## src/rtl/motor_drive_decoder_if.sv

```systemverilog
// Motor-command channel: 5-bit command in, H-bridge drive and status out.
// The decoder takes the slave side; the command source or bench takes the master side.
interface motor_drive_decoder_if;
    logic [4:0] mc;
    logic       in_a;
    logic       in_b;
    logic [7:0] duty;
    logic [2:0] state;
    logic       busy;

    modport master (output mc, input in_a, in_b, duty, state, busy);
    modport slave  (input mc, output in_a, in_b, duty, state, busy);
endinterface

```

## src/rtl/motor_drive_decoder.sv

```systemverilog
// Per-channel motor command decoder: ramps duty toward commanded power, forces ramp-down
// and dead time before reversal, drives a wrap-latched PWM. Command to STATE: 2 clocks.
module motor_drive_decoder #(
    parameter int RAMP_DIV    = 1024,
    parameter int RAMP_STEP   = 8,
    parameter int DEAD_CYCLES = 16
) (
    input  logic                 clk,
    input  logic                 rst_n,
    motor_drive_decoder_if.slave drv_io
);
    localparam int RCW = (RAMP_DIV > 1) ? $clog2(RAMP_DIV) : 1;
    localparam int DCW = $clog2(DEAD_CYCLES + 1);
    localparam logic [RCW-1:0] RAMP_LAST = RCW'(RAMP_DIV - 1);
    localparam logic [DCW-1:0] DEAD_LAST = DCW'(DEAD_CYCLES - 1);
    localparam logic [8:0]     STEP9     = 9'(RAMP_STEP);

    typedef enum logic [2:0] {
        S_IDLE      = 3'd0,
        S_RUN_FWD   = 3'd1,
        S_RUN_REV   = 3'd2,
        S_RAMP_DOWN = 3'd3,
        S_DEAD      = 3'd4
    } state_e;

    logic [4:0]     mc_q;
    state_e         state_q, state_d;
    logic           old_rev_q, old_rev_d;
    logic [DCW-1:0] dead_cnt_q, dead_cnt_d;
    logic [RCW-1:0] ramp_cnt_q, ramp_cnt_d;
    logic [7:0]     duty_q, duty_d;
    logic [7:0]     pwm_cnt_q, pwm_cnt_d;
    logic [7:0]     pwm_duty_q, pwm_duty_d;
    logic           in_a_q, in_a_d;
    logic           in_b_q, in_b_d;

    logic           cmd_fwd, cmd_rev, tick;
    logic [2:0]     pwr;
    logic [7:0]     target;
    logic [8:0]     up9, dn9;

    assign cmd_fwd = (mc_q[1:0] == 2'b00);
    assign cmd_rev = (mc_q[1:0] == 2'b10);
    assign pwr     = mc_q[4:2];
    assign target  = {pwr, pwr, pwr[2:1]};
    assign tick    = (ramp_cnt_q == RAMP_LAST);

    assign ramp_cnt_d = tick ? '0 : ramp_cnt_q + RCW'(1);
    assign dead_cnt_d = (state_q == S_DEAD) ? dead_cnt_q + DCW'(1) : '0;
    assign pwm_cnt_d  = pwm_cnt_q + 8'd1;
    assign pwm_duty_d = (pwm_cnt_q == 8'hFF) ? duty_q : pwm_duty_q;

    // 9-bit so that overflow past 255 and underflow below 0 are both visible.
    assign up9 = {1'b0, duty_q} + STEP9;
    assign dn9 = {1'b0, duty_q} - STEP9;

    always_ff @(posedge clk or negedge rst_n) begin
        if (!rst_n) begin
            mc_q       <= 5'b00001;
            state_q    <= S_IDLE;
            old_rev_q  <= 1'b0;
            dead_cnt_q <= '0;
            ramp_cnt_q <= '0;
            duty_q     <= 8'd0;
            pwm_cnt_q  <= 8'd0;
            pwm_duty_q <= 8'd0;
            in_a_q     <= 1'b0;
            in_b_q     <= 1'b0;
        end else begin
            mc_q       <= drv_io.mc;
            state_q    <= state_d;
            old_rev_q  <= old_rev_d;
            dead_cnt_q <= dead_cnt_d;
            ramp_cnt_q <= ramp_cnt_d;
            duty_q     <= duty_d;
            pwm_cnt_q  <= pwm_cnt_d;
            pwm_duty_q <= pwm_duty_d;
            in_a_q     <= in_a_d;
            in_b_q     <= in_b_d;
        end
    end

    always_comb begin
        state_d   = state_q;
        old_rev_d = old_rev_q;
        case (state_q)
            S_IDLE: begin
                if (cmd_fwd)      state_d = S_RUN_FWD;
                else if (cmd_rev) state_d = S_RUN_REV;
            end
            S_RUN_FWD: begin
                if (!cmd_fwd) begin
                    state_d   = S_RAMP_DOWN;
                    old_rev_d = 1'b0;
                end
            end
            S_RUN_REV: begin
                if (!cmd_rev) begin
                    state_d   = S_RAMP_DOWN;
                    old_rev_d = 1'b1;
                end
            end
            S_RAMP_DOWN: begin
                // Returning to the old direction resumes from the current duty, no dead time.
                if (old_rev_q ? cmd_rev : cmd_fwd)
                    state_d = old_rev_q ? S_RUN_REV : S_RUN_FWD;
                else if (duty_q == 8'd0)
                    state_d = S_DEAD;
            end
            S_DEAD: begin
                if (dead_cnt_q == DEAD_LAST) begin
                    if (cmd_fwd)      state_d = S_RUN_FWD;
                    else if (cmd_rev) state_d = S_RUN_REV;
                    else              state_d = S_IDLE;
                end
            end
            default: state_d = S_IDLE;
        endcase
    end

    always_comb begin
        duty_d = duty_q;
        case (state_q)
            S_IDLE: duty_d = 8'd0;
            S_RUN_FWD, S_RUN_REV: begin
                if (tick) begin
                    if (duty_q < target)
                        duty_d = (up9 > {1'b0, target}) ? target : up9[7:0];
                    else if (duty_q > target)
                        duty_d = (dn9[8] || (dn9[7:0] < target)) ? target : dn9[7:0];
                end
            end
            S_RAMP_DOWN: begin
                if (tick) duty_d = dn9[8] ? 8'd0 : dn9[7:0];
            end
            default: duty_d = duty_q;
        endcase
    end

    // Bridge inputs are registered from next-state values so they track the current
    // state/PWM exactly, with no combinational glitches on the pins.
    always_comb begin
        logic pwm_on;
        logic drive_a;
        logic drive_b;
        pwm_on  = (pwm_cnt_d < pwm_duty_d);
        drive_a = (state_d == S_RUN_FWD) || ((state_d == S_RAMP_DOWN) && !old_rev_d);
        drive_b = (state_d == S_RUN_REV) || ((state_d == S_RAMP_DOWN) &&  old_rev_d);
        in_a_d  = pwm_on && drive_a;
        in_b_d  = pwm_on && drive_b;
    end

    assign drv_io.in_a  = in_a_q;
    assign drv_io.in_b  = in_b_q;
    assign drv_io.duty  = duty_q;
    assign drv_io.state = state_q;
    assign drv_io.busy  = (state_q == S_RAMP_DOWN) || (state_q == S_DEAD);

endmodule

```

## src/flat_wrapper.sv

```systemverilog
// flat-port wrapper written by rule: the top's interface ports become plain ports
module motor_drive_decoder_flat 
#(
    parameter int RAMP_DIV    = 1024,
    parameter int RAMP_STEP   = 8,
    parameter int DEAD_CYCLES = 16
)
  (clk, rst_n, drv_io_mc, drv_io_in_a, drv_io_in_b, drv_io_duty, drv_io_state, drv_io_busy);
  motor_drive_decoder_if drv_io_i ();
  input  logic clk;
  input  logic rst_n;
  input wire logic [$bits(drv_io_i.mc)-1:0] drv_io_mc;
  output wire logic [$bits(drv_io_i.in_a)-1:0] drv_io_in_a;
  output wire logic [$bits(drv_io_i.in_b)-1:0] drv_io_in_b;
  output wire logic [$bits(drv_io_i.duty)-1:0] drv_io_duty;
  output wire logic [$bits(drv_io_i.state)-1:0] drv_io_state;
  output wire logic [$bits(drv_io_i.busy)-1:0] drv_io_busy;
  assign drv_io_i.mc = drv_io_mc;
  assign drv_io_in_a = drv_io_i.in_a;
  assign drv_io_in_b = drv_io_i.in_b;
  assign drv_io_duty = drv_io_i.duty;
  assign drv_io_state = drv_io_i.state;
  assign drv_io_busy = drv_io_i.busy;
  motor_drive_decoder #(.RAMP_DIV(RAMP_DIV), .RAMP_STEP(RAMP_STEP), .DEAD_CYCLES(DEAD_CYCLES)) u_core (.clk(clk), .rst_n(rst_n), .drv_io(drv_io_i));
endmodule
```

## config.mk

```make
export PLATFORM = sky130hd
export DESIGN_NAME = motor_drive_decoder_flat
export DESIGN_NICKNAME = d
export VERILOG_FILES = /design/src/rtl/motor_drive_decoder_if.sv /design/src/rtl/motor_drive_decoder.sv /design/src/flat_wrapper.sv
export SDC_FILE = /design/constraint.sdc
export NUM_CORES = 1
export LEC_CHECK = 0
export ABC_AREA = 1
export CORE_ASPECT_RATIO = 1.5
export CORE_MARGIN = 2
export CORE_UTILIZATION = 60
export DETAILED_ROUTE_END_ITERATION = 7
export GPL_ROUTABILITY_DRIVEN = 0
export PLACE_DENSITY = 0.8
export SETUP_SLACK_MARGIN = 0.5
export SYNTH_ARGS = -nofsm -noshare
export SYNTH_HDL_FRONTEND = slang
export SYNTH_SLANG_ARGS = --single-unit
```

## constraint.sdc

```tcl
create_clock -name clk -period 3.2 [get_ports clk]
set_input_delay 0.96 -clock clk [delete_from_list [all_inputs] [get_ports clk]]
set_output_delay 0.96 -clock clk [all_outputs]
set_load 0.02 [all_outputs]
```

Word level (Yosys, flattened, before mapping)
Index checks and enable logic that the tools add are counted.

Logic and storage cells: 75. Output and inout port bits: 14. Register bits after elaboration: 50. Bits of input ports: 7.

Multiplexer cells: 26. Reduce and logical (&&, ||, !) cells: 15. $lt $le $gt $ge: 5. Eq/ne operators: 14. Add/sub/neg operators: 5.

Operator list (count): $mux 8 (8); $lt 8x8->1 (3); $mux 3 (8); $pmux 8 s3 (1); $pmux 3 s5 (1); $eq 3x2->1 const B (4); $add 10x1->10 const B (1); $eq 10x10->1 const B (1); $mux 10 (1); $add 8x4->9 const B (1); $gt 9x8->1 (1); $sub 8x4->9 const B (1); $add 8x1->8 const B (1); $eq 8x8->1 const B (1); $gt 8x8->1 (1); $logic_not 8->1 (1); $eq 3x1->1 const B (2); $add 5x1->5 const B (1); $eq 5x4->1 const B (1); $mux 5 (1); $logic_and 1x1->1 (4); $logic_or 1x1->1 (4); $mux 2 (2); $ne 2x1->1 const B (2); other kinds (11) (13).

Logic depth before layout (Yosys ltp)
Gate-level depths: netlist of the first run.

Depth after elaboration: 9. Gate-level depth with buffers: 18. Depth with buffers taken out: 17.

Worst setup path before layout of the first run
No wires, ideal clock.

Path kind: register to register. Start point: register u_core.duty_q[3], in the netlist u_core.drv_io.duty[3]. End point: register u_core.duty_q[1], in the netlist u_core.drv_io.duty[1]. Buffers on the path: 0. Required time: 3082 ps. Setup slack: 706 ps. Period minus slack after synthesis: 2494 ps. Library setup time: 118 ps. Cell stages (with the launch flop): 17. Arrival time: 2375 ps. Cells stage by stage: dfrtp_1 inv_2 ha_1 nand2_1 xor2_1 ha_1 a21oi_1 o21a_1 nand2_1 nand2_1 inv_1 nand2_1 nand2_1 nand2_1 nand2_4 nand2_1 o21ai_2.

Word-level cells in the longest chain between the ends: 8. Elaborated cells on any way between the ends: 17. Those cells by class: add/sub (2); order compare (4); eq/ne (1); mux (8); reduce/logical (2).

RTL lines: from (decl) (RTL line motor_drive_decoder.sv:31) `logic [7:0] duty_q, duty_d;`; from (signal assigned) (RTL line motor_drive_decoder.sv:75) `duty_q <= duty_d;`; $sub 8x4->9 (RTL line motor_drive_decoder.sv:55) `assign dn9 = {1'b0, duty_q} - STEP9;`; $lt 8x8->1 (RTL line motor_drive_decoder.sv:130) `duty_d = (dn9[8] || (dn9[7:0] < target)) ? target : dn9[7:0];`; $logic_or 1x1->1 (RTL line motor_drive_decoder.sv:130); $mux 8 (RTL line motor_drive_decoder.sv:130); $mux 8 (RTL line motor_drive_decoder.sv:129) `else if (duty_q > target)`; $mux 8 (RTL line motor_drive_decoder.sv:127) `if (duty_q < target)`; $mux 8 (RTL line motor_drive_decoder.sv:126) `if (tick) begin`; $pmux 8 s3 (RTL line motor_drive_decoder.sv:123) `case (state_q)`.

Parallel ways exist; a longest one is shown, timed or not. The select of a mux whose other input is x is not followed. A chain may end at the register's enable or synchronous reset.

Worst setup path after layout of the first run
Start point: register u_core.duty_q[6], in the netlist u_core.drv_io.duty[6]. End point: output port drv_io_duty[6].

RTL lines: to (decl) (RTL line flat_wrapper.sv:15) `output wire logic [$bits(drv_io_i.duty)-1:0] drv_io_duty;`.

No word-level cell between the ends.

==> results of run 1 <==
flip-flops by register name, summed over array words and instances (netlist names), 3 cells and up:
register             flops
u_core.pwm_cnt_q         8
u_core.ramp_cnt_q       10
u_core.mc_q              5
u_core.drv_io.state      3
u_core.pwm_duty_q        8
u_core.drv_io.duty       8
u_core.dead_cnt_q        5
how the worst min path moves through the flow:
| stage | from | endpoint | slack [ns] | cells past startpoint |
|---|---|---|---|---|
| finish | u_core.dead_cnt_q[0]$_DFF_PN0_ | u_core.dead_cnt_q[0]$_DFF_PN0_ | 0.49 | 1 |
| global route | u_core.dead_cnt_q[0]$_DFF_PN0_ | u_core.dead_cnt_q[0]$_DFF_PN0_ | 0.52 | 1 |
| CTS | u_core.dead_cnt_q[0]$_DFF_PN0_ | u_core.dead_cnt_q[0]$_DFF_PN0_ | 0.49 | 1 |
| detailed placement | u_core.dead_cnt_q[0]$_DFF_PN0_ | u_core.dead_cnt_q[0]$_DFF_PN0_ | 0.48 | 1 |
| global placement | u_core.dead_cnt_q[0]$_DFF_PN0_ | u_core.dead_cnt_q[0]$_DFF_PN0_ | 0.46 | 1 |
| floorplan | u_core.dead_cnt_q[0]$_DFF_PN0_ | u_core.dead_cnt_q[0]$_DFF_PN0_ | 0.43 | 1 |
layout make-up:
type / instances / area [µm²] / area share
clock buffer: 5 / 68.8 / 0.0185
clock inverter: 3 / 48.8 / 0.0132
inverter: 66 / 248 / 0.0668
multi-input combinational: 295 / 1750 / 0.473
sequential: 50 / 1260 / 0.339
tap: 68 / 85.1 / 0.0229
timing repair buffer: 28 / 250 / 0.0675
Yosys cell counts (all sizes together), types with 2 or more instances:
cell and number:
ha 30, o21ai 18, o21a 2, buf 2, nor2 34, or2 2
xor2 14, and3 2, nand2 108, nand3 40, inv 65, nor3 7
xnor2 3, a21oi 22, nand4 3, dfrtp 49, nor4 2
power groups by stage:
stage	clock network [W]	registers [W]	logic (W)
floorplan	0	0.000863	0.00101
global placement	0	0.000820	0.00144
detailed placement	0	0.000821	0.00147
CTS	0.000479	0.000814	0.00149
global route	0.000501	0.000822	0.00173
finish	0.000469	0.000811	0.00155
routing by layer:
layer  up-vias  global-route usage
li1       1392                   -
met1      1258               0.275
met2        78               0.474
met3        19              0.0372
met4         0               0.117
met5         -                   0
through the flow:
step / area, µm² / power [W] / util
2_1_floorplan: 3250 / 0.00188 / -
3_3_place_gp: 3540 / 0.00226 / 0.680
3_5_place_dp: 3540 / 0.00229 / 0.680
4_1_cts: 3660 / 0.00278 / 0.703
5_1_grt: 3710 / 0.00305 / 0.713
6_report: 3710 / 0.00283 / 0.713
repair_timing:
action | CTS | global route
setup buffers | 0 | 4
setup endpoints to repair | 1 | 11
gates resized for setup | 2 | 10
cloned | 0 | 0
logic make-up after synthesis:
kind of cell    after synthesis  synth area share
fa+ha+maj                    30             0.115
compound gates               47            0.0862
simple gates                201             0.285
flops                        50             0.385
buf+inv                      69            0.0824
xor+xnor                     17            0.0458
==> reports/metrics.cfg, run 1 <==
[status]
status=finished, final reports clean

[global_route]
grt_max_degree=29
grt_pass1_wl_mm=11.8
grt_pass1_vias=2708
grt.overflow.total=0
grt_usage=0.253
antenna_found_initial=0

[sta]
finClkSkew_ns=0.0102
finalCriticalPeriod_ns=2.53
tns_ns=0
report.final.slew_viol_count=0
slew_headroom=0.609
grt_setup_unrepaired=no
finalCritPeriodShare=0.791
whs_ns=0.485
setup_viol=0
tightest_slew_ns=0.581
hold_viol_final=0
fin_ws_ns=0.668
fmax_mhz=395

[route]
top_layer_used=met4
drc=0
wl_met2_mm=3.60
antenna_left=0
wl_mm=6.92
routed_via_density=5.33
wl_met3_um=357
dr.first_iter.drc_count=136
m1WireLength_mm=2.71
drt-pass1-iter-count=4
vias=2747
post_drt_wl_per_cell_um=13.4

[worst_setup_path]
crit_path_start=u_core.drv_io.duty[6]$_DFFE_PN0P_
cpPeakStageDelay_ns=0.68
cp_slowest_cell=clkdlybuf4s50_1
crit_family=buffers and inverters
crit_chain=clkdlybuf4s50_1
crit_cells=1
critPathRequiredTime_ns=2.24
cp-start-kind=flop
reg2reg_to=u_core.drv_io.duty[2]$_DFFE_PN0P_
regToRegSetupSlack_ns=0.70
endpoint_kind=output pin
ff2ff_path_depth=15
worst-path-max-fanout=8
criticalPathCategory=flop to output pin
endpoint=drv_io_duty[6]
reg2reg_from=u_core.drv_io.duty[3]$_DFFE_PN0P_
crit_buf_inv=1
cp_data_arrival_time_ns=1.57

[pwr]
cellPowerDensity_nw_per_um2=763
power.share.clock=0.166
pwr-share-seq=0.286
p_sw_w=0.00132
p_int_w=0.00151
combinationalPowerShare=0.548
vdd_drop_max_mv=0.533
leakagePower_nw=1.94
switching_share=0.465

[placement]
portBuffers=20
preCtsSetupSlack_ns=0.515
dp_cells=503
dp_hpwl_mm=5.16

[layout]
diodes=0
mostFrequentLayoutCells=100 x nand2_1, 56 x inv_1, 46 x dfrtp_1
fillers=420
area_growth_pct=14.1
layout_commonest_cell=nand2_1
layout-drive-gt1-share=0.134
fin_nets=483
fin_cells=515

[clock_tree]
cts_buffer_depth=2
clkTransAtPathRegs_ns=0.09
cts_tree=built
cts_buffers=5
clk_latency_ns=0.32
cts_hold_buffers=0
cts_num_sinks=50
cts_htree_levels=2
root_buffer=clkbuf_8

[floorplanning]
start_util=0.625
coreArea_um2=5200
rows=32
dieArea_um2=6030
die_h_um=94.1
io_pins=21
die_width_um=64.1

[synth]
synth_cells=414
async_flop_share=1.00
avgSynthCellArea_um2=7.85
yosysTopAreaCell=dfrtp_1
yosys_warnings=0
seq_area_frac_synth=0.385
syn_area_um2=3250
ys_top_cells_by_area=dfrtp_1 38%, ha_1 12%, nand2_1 12%, inv_1 6.5%, nand3_1 5.7%
ys_ff_latch=50
synth.net_count=451
synth_top_area_frac=0.377
synth_edf_count=0
synth_cell_type_count=40
synthFlopType=dfrtp_1

[flow_run]
drv_cap=0

[worst_hold_path]
min_path_type=flop to flop

(Power assumes the default switching activity.)
==> inputs of run 2 (changes only) <==
clock period = 2.35 ns   (was 3.2 ns; I/O delays follow)
==> run 2 against run 1 <==
- design area increased by 6.4%
- sequential share of layout area decreased by 2.0 points
- worst setup slack got worse by 0.61 ns
- register-to-register slack got worse by 0.64 ns
- die area unchanged
- sequential power increased by 37%
- via count increased by 4.7%
- power increased by 43%
- global-route usage increased by 0.82 points
- critical path type is now flop to flop
- critical endpoint is now u_core.drv_io.duty[2]$_DFFE_PN0P_
- highest routed layer unchanged
==> reports/metrics.cfg, run 2 (synthesized netlist as in run 1, its figures left out) <==
[clock_tree]
cts_num_sinks=50  ; unchanged
cts_htree_levels=2  ; unchanged
cts_hold_buffers=0  ; unchanged
root_buffer=clkbuf_8  ; unchanged
cts_buffers=5  ; unchanged
clk_latency_ns=0.30  ; was 0.32 ns
clkTransAtPathRegs_ns=0.10  ; was 0.09 ns
cts_buffer_depth=2  ; unchanged
cts_tree=built  ; unchanged

[floorplanning]
dieArea_um2=6030  ; unchanged
die_h_um=94.1  ; unchanged
die_width_um=64.1  ; unchanged
io_pins=21  ; unchanged
start_util=0.625  ; unchanged
coreArea_um2=5200  ; unchanged
rows=32  ; unchanged

[layout]
fin_cells=535  ; was 515
mostFrequentLayoutCells=87 x nand2_1, 52 x inv_1, 43 x dfrtp_1  ; was 100 x nand2_1, 56 x inv_1, 46 x dfrtp_1
layout_commonest_cell=nand2_1  ; unchanged
fillers=375  ; was 420
layout-drive-gt1-share=0.259  ; was 0.134
largest_reg_flops=10  ; unchanged
diodes=0  ; unchanged
design_area_um2=3950  ; was 3710 µm²
fin_nets=503  ; was 483
top_register=u_core.ramp_cnt_q  ; unchanged
area_growth_pct=21.5  ; was 14.1%

[worst_hold_path]
min_path_type=primary input to async pin  ; was flop to flop

[route]
wl_mm=7.48  ; was 6.92 mm
vias=2877  ; was 2747
drt-pass1-iter-count=4  ; unchanged
drc=0  ; unchanged
dr.first_iter.drc_count=147  ; was 136
antenna_left=0  ; unchanged
routed_via_density=5.38  ; was 5.33
post_drt_wl_per_cell_um=14.0  ; was 13.4 µm

[worst_setup_path]
critPathRequiredTime_ns=2.54  ; was 2.24 ns
cp_data_arrival_time_ns=2.48  ; was 1.57 ns
cp-start-kind=flop  ; unchanged
crit_family=simple AND/OR/NAND/NOR gates  ; was buffers and inverters
reg2reg_from=u_core.drv_io.duty[4]$_DFFE_PN0P_  ; was u_core.drv_io.duty[3]$_DFFE_PN0P_
reg2reg_to=u_core.drv_io.duty[2]$_DFFE_PN0P_  ; unchanged
endpoint_kind=flop  ; was output pin
worst-path-max-fanout=6  ; was 8
crit_buf_inv=2  ; was 1
regToRegSetupSlack_ns=0.06  ; was 0.70 ns
crit_chain=inv_2 -> ha_4 -> nand2_4 -> xor2_2 -> ha_1 -> a21oi_1 -> o21a_1 -> nand2_2 -> nand2_4 -> inv_2 -> nand2_2 -> nand2_2 -> nand2_2 -> nand2_4 -> nand2_2 -> o21ai_2  ; was clkdlybuf4s50_1
cp_slowest_cell=dfrtp_2  ; was clkdlybuf4s50_1
cpPeakStageDelay_ns=0.49  ; was 0.68 ns
criticalPathCategory=flop to flop  ; was flop to output pin
ff2ff_path_depth=16  ; was 15
cpMostUsedCell=nand2_2

[sta]
finClkSkew_ns=0.0138  ; was 0.0102 ns
tightest_slew_ns=0.567  ; was 0.581 ns
report.final.slew_viol_count=0  ; unchanged
fmax_mhz=437
setup_viol=0  ; unchanged
hold_viol_final=0  ; unchanged
tns_ns=0  ; unchanged
finalCriticalPeriod_ns=2.29
finalCritPeriodShare=0.975
slew_headroom=0.622  ; was 0.609
grt_setup_unrepaired=yes  ; was no
fin_ws_ns=0.0593  ; was 0.668 ns

[flow_run]
drv_cap=0  ; unchanged

[global_route]
grt_max_degree=27  ; was 29
grt.overflow.total=0  ; unchanged
antenna_found_initial=0  ; unchanged
grt_usage=0.261  ; was 0.253
grt_pass1_vias=2889  ; was 2708
grt_pass1_wl_mm=12.4  ; was 11.8 mm

[placement]
dp_cells=510  ; was 503
portBuffers=20  ; unchanged
dp_hpwl_mm=5.27  ; was 5.16 mm
dpl_cell_area_um2=3670  ; was 3540 µm²
preCtsSetupSlack_ns=0.0642  ; was 0.515 ns

[pwr]
p_sw_w=0.00192  ; was 0.00132 W
pwr-share-seq=0.275  ; was 0.286
p_int_w=0.00212  ; was 0.00151 W
switching_share=0.476  ; was 0.465
combinationalPowerShare=0.602  ; was 0.548
vdd_drop_max_mv=1.03  ; was 0.533 mV
power.share.clock=0.123  ; was 0.166
leakagePower_nw=2.10  ; was 1.94 nW
cellPowerDensity_nw_per_um2=1020  ; was 763 nW/µm²

[status]
status=finished, final reports clean  ; unchanged

run 2: stage by stage:
step           hold WS (ns)   util  total power, W
2_1_floorplan         0.409      -         0.00265
3_3_place_gp          0.457  0.705         0.00328
3_5_place_dp          0.469  0.705         0.00331
4_1_cts               0.396  0.744         0.00393
5_1_grt               0.425  0.759         0.00434
6_report              0.389  0.759         0.00404
run 2: power by group through the flow:
stage / Sequential (W) / Combinational, W / Clock (W)
2_1_floorplan: 0.00119 / 0.00146 / 0
3_3_place_gp: 0.00112 / 0.00216 / 0
3_5_place_dp: 0.00112 / 0.00219 / 0
4_1_cts: 0.00110 / 0.00231 / 0.000511
5_1_grt: 0.00112 / 0.00268 / 0.000541
6_report: 0.00111 / 0.00244 / 0.000497
run 2: repair_timing:
action | in CTS | in global routing
setup buffers | 9 | 7
cloned | 1 | 0
pin swaps | 8 | 10
setup endpoints to repair | 24 | 18
hold endpoints to repair | 0 | 0
resized for setup | 37 | 28
run 2: metal layers:
layer	track usage	wire, µm	part of all wire
met4	0.131	263	0.035
met5	0	0	0
met1	0.297	3100	0.41
met3	0.0312	224	0.030
met2	0.476	3890	0.52
run 2: area by class of cell:
cell class                      instances  area, µm²  area share
Sequential cell                        50       1260       0.319
Inverter                               66        250      0.0634
Tap cell                               68       85.1      0.0215
Multi-Input combinational cell        296       1900       0.482
Clock buffer                            6       72.6      0.0184
Timing Repair Buffer                   47        363      0.0919
Clock inverter                          2       13.8     0.00349
run 2: how the worst max path moves through the flow:
stage / from / cells past startpoint / end / slack [ns]
3_3_place_gp: u_core.drv_io.duty[3]$_DFFE_PN0P_ / 16 / u_core.drv_io.duty[2]$_DFFE_PN0P_ / 0.07
2_1_floorplan: u_core.drv_io.duty[3]$_DFFE_PN0P_ / 16 / u_core.drv_io.duty[2]$_DFFE_PN0P_ / 0.16
3_5_place_dp: u_core.drv_io.duty[3]$_DFFE_PN0P_ / 16 / u_core.drv_io.duty[2]$_DFFE_PN0P_ / 0.06
4_1_cts: u_core.drv_io.duty[3]$_DFFE_PN0P_ / 16 / u_core.drv_io.duty[2]$_DFFE_PN0P_ / 0.12
5_1_grt: u_core.drv_io.duty[4]$_DFFE_PN0P_ / 16 / u_core.drv_io.duty[4]$_DFFE_PN0P_ / -0.10
6_report: u_core.drv_io.duty[4]$_DFFE_PN0P_ / 16 / u_core.drv_io.duty[2]$_DFFE_PN0P_ / 0.06
==> inputs of run 3 (changes only) <==
CORE_UTILIZATION = 40   (was 60)
PLACE_DENSITY = 0.55   (was 0.8)
==> run 3 against run 2 <==
- register-to-register slack better by 0.06 ns
- clock power is 48% higher
- wire length increased by 12%
==> reports/metrics.cfg, run 3 (synthesized netlist as in run 1, its figures left out) <==
[status]
status=finished, final reports clean  ; unchanged

[layout]
area_growth_pct=40.5  ; was 21.5%
largest_reg_flops=10  ; unchanged
fillers=735  ; was 375
top_register=u_core.ramp_cnt_q  ; unchanged
diodes=0  ; unchanged
fin_cells=597  ; was 535
layout-drive-gt1-share=0.364  ; was 0.259
design_area_um2=4570  ; was 3950 µm²
mostFrequentLayoutCells=79 x nand2_1, 47 x inv_1, 43 x buf_4, 43 x dfrtp_1, 34 x nand3_1  ; was 87 x nand2_1, 52 x inv_1, 43 x dfrtp_1
layout_commonest_cell=nand2_1  ; unchanged
fin_nets=528  ; was 503

[sta]
finalCritPeriodShare=0.950  ; was 0.975
setup_viol=0  ; unchanged
fmax_mhz=448  ; was 437 MHz
finalCriticalPeriod_ns=2.23  ; was 2.29 ns
tns_ns=0  ; unchanged
slew_headroom=0.625  ; was 0.622
tightest_slew_ns=0.558  ; was 0.567 ns
grt_setup_unrepaired=yes  ; unchanged
whs_ns=0.390  ; was 0.389 ns
report.final.slew_viol_count=0  ; unchanged
hold_viol_final=0  ; unchanged
finClkSkew_ns=0.00869  ; was 0.0138 ns

[floorplanning]
coreArea_um2=7960  ; was 5200 µm²
io_pins=21  ; unchanged
die_h_um=114  ; was 94.1 µm
dieArea_um2=8880  ; was 6030 µm²
rows=40  ; was 32
start_util=0.408  ; was 0.625
die_width_um=77.6  ; was 64.1 µm

[global_route]
grt.overflow.total=0  ; unchanged
grt_pass1_vias=2820  ; was 2889
antenna_found_initial=0  ; unchanged
grt_usage=0.193  ; was 0.261
grt_max_degree=30  ; was 27
grt_pass1_wl_mm=13.4  ; was 12.4 mm

[worst_setup_path]
cp-start-kind=flop  ; unchanged
cpPeakStageDelay_ns=0.48  ; was 0.49 ns
cp_slowest_cell=dfrtp_2  ; unchanged
endpoint_kind=flop  ; unchanged
criticalPathCategory=flop to flop  ; unchanged
cp_data_arrival_time_ns=2.42  ; was 2.48 ns
critPathRequiredTime_ns=2.54  ; about the same
cpMostUsedCell=nand2_1  ; was nand2_2
worst-path-max-fanout=5  ; was 6
crit_chain=inv_4 -> ha_4 -> nand2_4 -> xor2_4 -> ha_4 -> a21oi_2 -> o21a_1 -> nand2_2 -> buf_4 -> nand3_2 -> nand2_1 -> nand2_1 -> nand2_1 -> nand2_1 -> nand2_1 -> nand2_1 -> nand2_1  ; was inv_2 -> ha_4 -> nand2_4 -> xor2_2 -> ha_1 -> a21oi_1 -> o21a_1 -> nand2_2 -> nand2_4 -> inv_2 -> nand2_2 -> nand2_2 -> nand2_2 -> nand2_4 -> nand2_2 -> o21ai_2

[clock_tree]
cts_htree_levels=2  ; unchanged
cts_num_sinks=50  ; unchanged
cts_buffer_depth=2  ; unchanged
root_buffer=clkbuf_16  ; was clkbuf_8
cts_buffers=5  ; unchanged
clkTransAtPathRegs_ns=0.07  ; was 0.10 ns
clk_latency_ns=0.29  ; was 0.30 ns
cts_hold_buffers=0  ; unchanged
cts_tree=built  ; unchanged

[route]
drc=0  ; unchanged
vias=2962  ; was 2877
antenna_left=0  ; unchanged
wl_mm=8.41  ; was 7.48 mm
drt-pass1-iter-count=4  ; unchanged
post_drt_wl_per_cell_um=14.1  ; was 14.0 µm
routed_via_density=4.96  ; was 5.38
dr.first_iter.drc_count=187  ; was 147

[pwr]
vdd_drop_max_mv=0.809  ; was 1.03 mV
leakagePower_nw=2.30  ; was 2.10 nW
finalPower_w=0.00472  ; was 0.00404 W
cellPowerDensity_nw_per_um2=1030  ; was 1020 nW/µm²

[placement]
dp_cells=552  ; was 510
portBuffers=20  ; unchanged
dp_hpwl_mm=5.89  ; was 5.27 mm
dpl_cell_area_um2=3750  ; was 3670 µm²

[flow_run]
drv_cap=0  ; unchanged

[worst_hold_path]
min_path_type=primary input to async pin  ; unchanged

## run 3: metrics by stage
stage	setup slack (ns)	utilization
after floorplan	0.155	-
after global placement	0.00709	0.471
after detailed placement	-0.00785	0.471
after CTS	0.104	0.514
after global routing	-0.0317	0.574
final	0.117	0.574
## run 3: power by group
group,internal (W),switching (W)
sequential,0.000962,0.000162
combinational,0.00123,0.00163
clock,0.000423,0.000312
## run 3: worst max-delay path: cells and delay by family (launching register included)
family / cells / cell delay [ns]
adder cells (fa/ha/maj): 2 / 0.38
XOR/XNOR: 1 / 0.20
buffers and inverters: 2 / 0.25
AND/OR/NAND/NOR: 10 / 0.56
flip-flops: 1 / 0.48
AO/OA/AOI/OAI: 2 / 0.27
## run 3: timing repair
action                     4_1_cts  5_1_grt
hold endpoints to repair         0        0
buffers inserted                15       21
pin swaps                       10       25
resized for setup               55       70
cloned                           1        0
setup endpoints to repair       24       15
## run 3: area by class of cell
| type | instances | area (µm²) | share of cell area |
|---|---|---|---|
| clock buffer | 7 | 143 | 0.0312 |
| tap | 105 | 131 | 0.0288 |
| inverter | 66 | 256 | 0.0562 |
| timing repair buffer | 73 | 634 | 0.139 |
| sequential | 50 | 1260 | 0.276 |
| clock inverter | 1 | 5.00 | 0.00110 |
| multi-input combinational | 295 | 2140 | 0.468 |
## run 3: worst paths after layout
kind | cells after the start | slack (ns) | start | endpoint
max reg2reg | 17 | 0.12 | u_core.drv_io.duty[3]$_DFFE_PN0P_ | u_core.drv_io.duty[5]$_DFFE_PN0P_
max | 17 | 0.12 | u_core.drv_io.duty[3]$_DFFE_PN0P_ | u_core.drv_io.duty[5]$_DFFE_PN0P_
min in group clk | 1 | 0.47 | u_core.dead_cnt_q[0]$_DFF_PN0_ | u_core.dead_cnt_q[0]$_DFF_PN0_
min reg2reg | 1 | 0.47 | u_core.dead_cnt_q[0]$_DFF_PN0_ | u_core.dead_cnt_q[0]$_DFF_PN0_
min | 1 | 0.39 | rst_n | u_core.pwm_cnt_q[4]$_DFF_PN0_
max in group asynchronous | 2 | 1.34 | rst_n | u_core.mc_q[0]$_DFF_PN1_
## run 3: layer usage
layer	wire, µm	global-route usage	vias to the layer above	share of wire
li1	-	-	1484	-
met1	3440	0.216	1415	0.41
met2	4630	0.362	50	0.55
met3	156	0.0323	13	0.019
met4	194	0.0679	0	0.023
met5	0	0	-	0
